<file path="src/rtl/quickq_array_ctrl.sv">
// rtl/quickq_array_ctrl.sv - sequencing controller for one QuickQ sorted-array level
module quickq_array_ctrl #(
    parameter int ARRAY_SIZE = 16,
    parameter int ADDR_W     = 8
) (
    input  logic              clk,
    input  logic              rst_n,
    input  logic              cmd_valid,
    input  logic              cmd_op,
    input  logic [31:0]       cmd_data,
    output logic              cmd_ready,
    output logic              rsp_valid,
    output logic [31:0]       rsp_data,
    output logic              rsp_err,
    output logic [7:0]        count,
    output logic              full,
    output logic              empty,
    output logic [ADDR_W-1:0] bram_addr,
    output logic              bram_we,
    output logic [31:0]       bram_wdata,
    input  logic [31:0]       bram_rdata,
    output logic [2:0]        vr_mode,
    output logic [31:0]       vr_reg_out,
    output logic [7:0]        vr_array_cnt_in,
    input  logic [31:0]       vr_bram_insert,
    input  logic [31:0]       vr_to_register,
    input  logic [7:0]        vr_array_cnt_out
);

    localparam logic [7:0] SIZE = 8'(ARRAY_SIZE);

    typedef enum logic [3:0] {
        IDLE, ENQ_RD, ENQ_CMP, ENQ_TAIL,
        DEQ_RD, DEQ_HEAD, DEQ_SH_RD, DEQ_SH_WR, DEQ_DONE, RSP
    } state_t;

    state_t      state, state_next;
    logic [7:0]  count_q, count_next;
    logic [7:0]  idx_q, idx_next;
    logic [31:0] reg_q, reg_next;
    logic [31:0] out_q, out_next;
    logic        err_q, err_next;

    function automatic logic [ADDR_W-1:0] addr_of(input logic [7:0] a);
        return ADDR_W'(a);
    endfunction

    always_ff @(posedge clk or negedge rst_n) begin
        if (!rst_n) begin
            state   <= IDLE;
            count_q <= '0;
            idx_q   <= '0;
            reg_q   <= '0;
            out_q   <= '0;
            err_q   <= 1'b0;
        end else begin
            state   <= state_next;
            count_q <= count_next;
            idx_q   <= idx_next;
            reg_q   <= reg_next;
            out_q   <= out_next;
            err_q   <= err_next;
        end
    end

    always_comb begin
        state_next = state;
        count_next = count_q;
        idx_next   = idx_q;
        reg_next   = reg_q;
        out_next   = out_q;
        err_next   = err_q;
        bram_addr  = '0;
        bram_we    = 1'b0;
        bram_wdata = '0;
        vr_mode    = 3'b000;
        case (state)
            IDLE: begin
                if (cmd_valid) begin
                    idx_next = '0;
                    out_next = '0;
                    err_next = 1'b0;
                    if (!cmd_op) begin
                        if (full) begin
                            err_next   = 1'b1;
                            state_next = RSP;
                        end else begin
                            reg_next   = cmd_data;
                            state_next = (count_q == 8'd0) ? ENQ_TAIL : ENQ_RD;
                        end
                    end else begin
                        if (empty) begin
                            err_next   = 1'b1;
                            state_next = RSP;
                        end else begin
                            state_next = DEQ_RD;
                        end
                    end
                end
            end
            ENQ_RD: begin
                bram_addr  = addr_of(idx_q);
                state_next = ENQ_CMP;
            end
            ENQ_CMP: begin
                // Smaller value stays in place, larger one rides on toward the tail
                vr_mode    = 3'b000;
                bram_addr  = addr_of(idx_q);
                bram_we    = 1'b1;
                bram_wdata = vr_bram_insert;
                reg_next   = vr_to_register;
                idx_next   = idx_q + 8'd1;
                state_next = (idx_q + 8'd1 == count_q) ? ENQ_TAIL : ENQ_RD;
            end
            ENQ_TAIL: begin
                vr_mode    = 3'b001;
                bram_addr  = addr_of(count_q);
                bram_we    = 1'b1;
                bram_wdata = reg_q;
                count_next = vr_array_cnt_out;
                state_next = RSP;
            end
            DEQ_RD: begin
                bram_addr  = '0;
                state_next = DEQ_HEAD;
            end
            DEQ_HEAD: begin
                vr_mode  = 3'b010;
                out_next = vr_to_register;
                if (count_q == 8'd1) begin
                    state_next = DEQ_DONE;
                end else begin
                    idx_next   = 8'd1;
                    state_next = DEQ_SH_RD;
                end
            end
            DEQ_SH_RD: begin
                bram_addr  = addr_of(idx_q);
                state_next = DEQ_SH_WR;
            end
            DEQ_SH_WR: begin
                bram_addr  = addr_of(idx_q - 8'd1);
                bram_we    = 1'b1;
                bram_wdata = bram_rdata;
                idx_next   = idx_q + 8'd1;
                state_next = (idx_q == count_q - 8'd1) ? DEQ_DONE : DEQ_SH_RD;
            end
            DEQ_DONE: begin
                vr_mode    = 3'b011;
                count_next = vr_array_cnt_out;
                state_next = RSP;
            end
            RSP: begin
                state_next = IDLE;
            end
            default: begin
                state_next = IDLE;
            end
        endcase
    end

    assign cmd_ready       = (state == IDLE);
    assign rsp_valid       = (state == RSP);
    assign rsp_data        = out_q;
    assign rsp_err         = err_q;
    assign count           = count_q;
    assign full            = (count_q == SIZE);
    assign empty           = (count_q == 8'd0);
    assign vr_reg_out      = reg_q;
    assign vr_array_cnt_in = count_q;

endmodule

</file>
<file path="config.mk">
export PLATFORM = sky130hd
export DESIGN_NAME = quickq_array_ctrl
export DESIGN_NICKNAME = d
export VERILOG_FILES = /design/src/rtl/quickq_array_ctrl.sv
export SDC_FILE = /design/constraint.sdc
export NUM_CORES = 1
export LEC_CHECK = 0
export ABC_AREA = 1
export CORE_UTILIZATION = 44
export DETAILED_ROUTE_END_ITERATION = 16
export PLACE_DENSITY = 0.86
export SETUP_SLACK_MARGIN = 0.05
export SYNTH_ARGS = -nofsm -noshare
export SYNTH_HDL_FRONTEND = slang
export SYNTH_SLANG_ARGS = --single-unit
</file>
<file path="constraint.sdc">
create_clock -name clk -period 5.15 [get_ports clk]
set_clock_uncertainty 0.1 [all_clocks]
set_input_delay 1.03 -clock clk [delete_from_list [all_inputs] [get_ports clk]]
set_output_delay 1.03 -clock clk [all_outputs]
set_load 0.02 [all_outputs]
</file>
==> impl_results.md <==
* Critical Path RT at 4.02 ns
* Slew Limit Headroom at between 10% and 20%
* Row cnt at 39
* Worst-Skew Late Latency at approximately 0.34 ns
* Largest net degree at the start of global routing at just under 90
* Fin Setup TNS at 0 ns
* Final Routed Wirelength at 19500 µm
* PortBufs at 267
* Cell variety after synth at 32
* Period Utilization, post-route at 77.6%
* P_leak at between 3 and 4 nW
* Initial antenna violation count at 0
* Setup repair after global routing missed its margin: no
* Maximum buffer depth of the clock tree at 2
* Async set or reset register ratio after synthesis at 100%
* Combinational power share at roughly three fifths
* Crit path kind: flop to primary output
* Final worst slack at about 1.2 ns
* CTS H-tree lvls at 3
* Yosys top cell area share at between 40% and 50%
* Post-synthesis instance total at 715
* # clock sinks at between 80 and 90
* Worst slew pin tran at approximately 1.2 ns
* Startpoint Class: flop
* Final ANT Viol Nets at 0
* Layout Area Growth over Synthesis at 57.7%
* Post-DP HPWL at around 15000 µm
* Primary FF master, synth: dfrtp_1
* DR vias at roughly 5900
* Biggest area consumer among synthesized cells: dfrtp_1
* GPL Wtd Cong at ~0.92
* Cts hold-fix bufs at 0
* Worst min path class: flop to flop
* Max frequency at 0.250 GHz
* Core ar. at around 0.011 mm²
* Commonest cells post-synth: nand2_1, inv_1, dfrtp_1
* Pre-CTS WS at around 1.6 ns
* Total CTS buffers at 9
* CTS tree: done
* Placed cell area at about 0.008 mm²
* Max VDD drop at roughly 0.36 mV
* Clock slew at reported path FFs at ~0.070 ns
* Final #Nets at approximately 1100
* Worst r2r path cells at 10
* Clock power frac at around 14%
* Final Instance Area at a little over 0.008 mm²
* Initial drt markers at ~350
* Register area share after synthesis at between 40 and 50%
* Die width at roughly 110 µm
* Origin of the critical flop-to-flop path: count[0]$_DFFE_PN0N_
* First-pass GRT wire length at about 31000 µm
* Reg-to-reg slack, setup at 2.05 ns
* Vias in the first global route at slightly below 6000
* Syn Std Cell Area at just over 0.005 mm²
* I/O pin count at between 200 and 300
* Vias per Instance at between 5 and 6
* Final setup vio count at 0
* Synth warn at 0
* Synthesized flop and latch total at 85
* Switching Share at between 40% and 50%
* Post-CTS sizing at 0
* Count leader, synth: nand2_1
* Die area at approximately 0.012 mm²
* Outcome: finished, final reports clean
* Buffers inserted by post-CTS timing repair at 0
* Critical Path End Type: primary output
* Grt ovf at 0
* Drt pass-1 iters at 5
* Cell internal pwr at about 2.5 mW
* Arrival time worst endpoint at 2.86 ns
* Total power density per cell area at about 580 mW/mm²
* Synth Net Count at about 860
* Setup crit end: bram_wdata[7]
* Max Slew Vio Count at 0
* EDFF count, synth at 0
* DR DRC count at 0
* Global-route usage over all layers at between 30% and 40%
* Mapped Avg Cell Area at 7.26 µm²
* Max-cap violations at 0
* Starting Density at between 40% and 50%
* WL per Instance at between 15 and 20 µm
* Reg2reg end: vr_reg_out[1]$_DFFE_PN0P_
* Root Driver: clkbuf_16
* Fin. Hold Viols at 0
* Die height at about 110 µm
* Crit path max fanout at 24
* Synth top area cells: dfrtp_1, nand2_1, o211ai_1
* Flop pwr share at 25.2%
* Share of layout cells above drive strength 1 at between 3 and 4%
* Crit path from: state[3]$_DFFE_PN0N_
* Tmin final at approximately 4 ns
* P_sw at ~2.2 mW
==> routing by layer <==
layer	wire (µm)	GRT usage [%]
met1	7350	36.6
met2	9890	57.8
met3	1320	7.08
met4	910	16.1
met5	0	0
==> worst min-delay path by stage <==
| stage | start | cells past startpoint | to | slack (ns) |
|---|---|---|---|---|
| floorplan | idx_q[4]$_DFFE_PN0P_ | 2 | idx_q[4]$_DFFE_PN0P_ | 0.48 |
| global placement | rsp_err$_DFFE_PN0P_ | 1 | rsp_err$_DFFE_PN0P_ | 0.38 |
| detailed placement | rsp_err$_DFFE_PN0P_ | 1 | rsp_err$_DFFE_PN0P_ | 0.40 |
| CTS | rsp_err$_DFFE_PN0P_ | 1 | rsp_err$_DFFE_PN0P_ | 0.41 |
| global route | rsp_err$_DFFE_PN0P_ | 1 | rsp_err$_DFFE_PN0P_ | 0.42 |
| finish | rsp_err$_DFFE_PN0P_ | 1 | rsp_err$_DFFE_PN0P_ | 0.40 |
==> power groups by stage <==
stage / sequential, mW / combinational (mW) / clock (mW)
after floorplan: 1.46 / 1.32 / 0
after global placement: 1.19 / 2.79 / 0
after detailed placement: 1.19 / 2.84 / 0
after CTS: 1.19 / 2.85 / 0.697
after global routing: 1.23 / 3.07 / 0.727
final: 1.19 / 2.85 / 0.688
==> area by class of cell <==
| class | count | area (µm²) |
|---|---|---|
| Antenna cell | 1 | 2.50 |
| Sequential cell | 85 | 2130 |
| Inverter | 107 | 402 |
| Tap cell | 143 | 179 |
| Clock buffer | 9 | 225 |
| Multi-Input combinational cell | 475 | 2430 |
| Clock inverter | 7 | 88.8 |
| Timing Repair Buffer | 273 | 2730 |
| Fill cell | 938 | 3280 |
==> worst max-delay path: stages, from the launching register on <==
cell,delay [ns]
dfrtp_1,0.42
inv_2,0.10
nand3_1,0.16
nor2_4,0.51
buf_4,0.37
nand2_1,0.08
o211ai_1,0.18
clkdlybuf4s50_1,0.67
==> kinds of logic after synthesis <==
| family | synth area share, % |
|---|---|
| and+or+nand+nor | 22.5 |
| AOI/OAI and AO/OA | 20.9 |
| buffers and inverters | 12.4 |
| DFF | 41.0 |
| xor gates and xnor gates | 2.19 |
| adders and majority gates | 0.965 |
| other | 0.0723 |
==> metrics by stage <==
stage	hold WS [ns]	power (mW)	utilization, %	instances
4_1_cts	0.406	4.74	71.3	1099
6_report	0.401	4.73	71.4	1100
5_1_grt	0.421	5.03	71.3	1099
3_3_place_gp	0.379	3.98	68.6	1083
3_5_place_dp	0.395	4.03	68.6	1083
2_1_floorplan	0.476	2.78	-	715
==> layout by cell type, fill, tap and decap left out, types with 2 or more instances in the layout <==
cell type,Yosys,layout
nor2_4,0,2
inv_2,6,7
nand3_1,55,55
nand2_2,2,2
dfrtp_1,85,85
o21ai_1,26,26
inv_6,0,4
inv_1,99,98
nor2_1,47,45
o211ai_1,65,65
clkdlybuf4s50_1,0,266
clkbuf_16,0,9
a21oi_1,4,4
xnor2_1,7,7
nand2_1,173,173
o221ai_1,7,7
xor2_1,6,6
ha_1,4,4
buf_4,12,6
nor3_1,2,2
clkinv_1,2,2
o21ai_0,59,59
o22ai_1,6,6
nand4_1,3,3
==> state kept, by name (all words and copies together), names as in the netlist <==
signal,cells
count,8
idx_q,8
rsp_data,32
rsp_err,1
state,4
vr_reg_out,32
No activity file was read; power rests on OpenSTA's default activity.
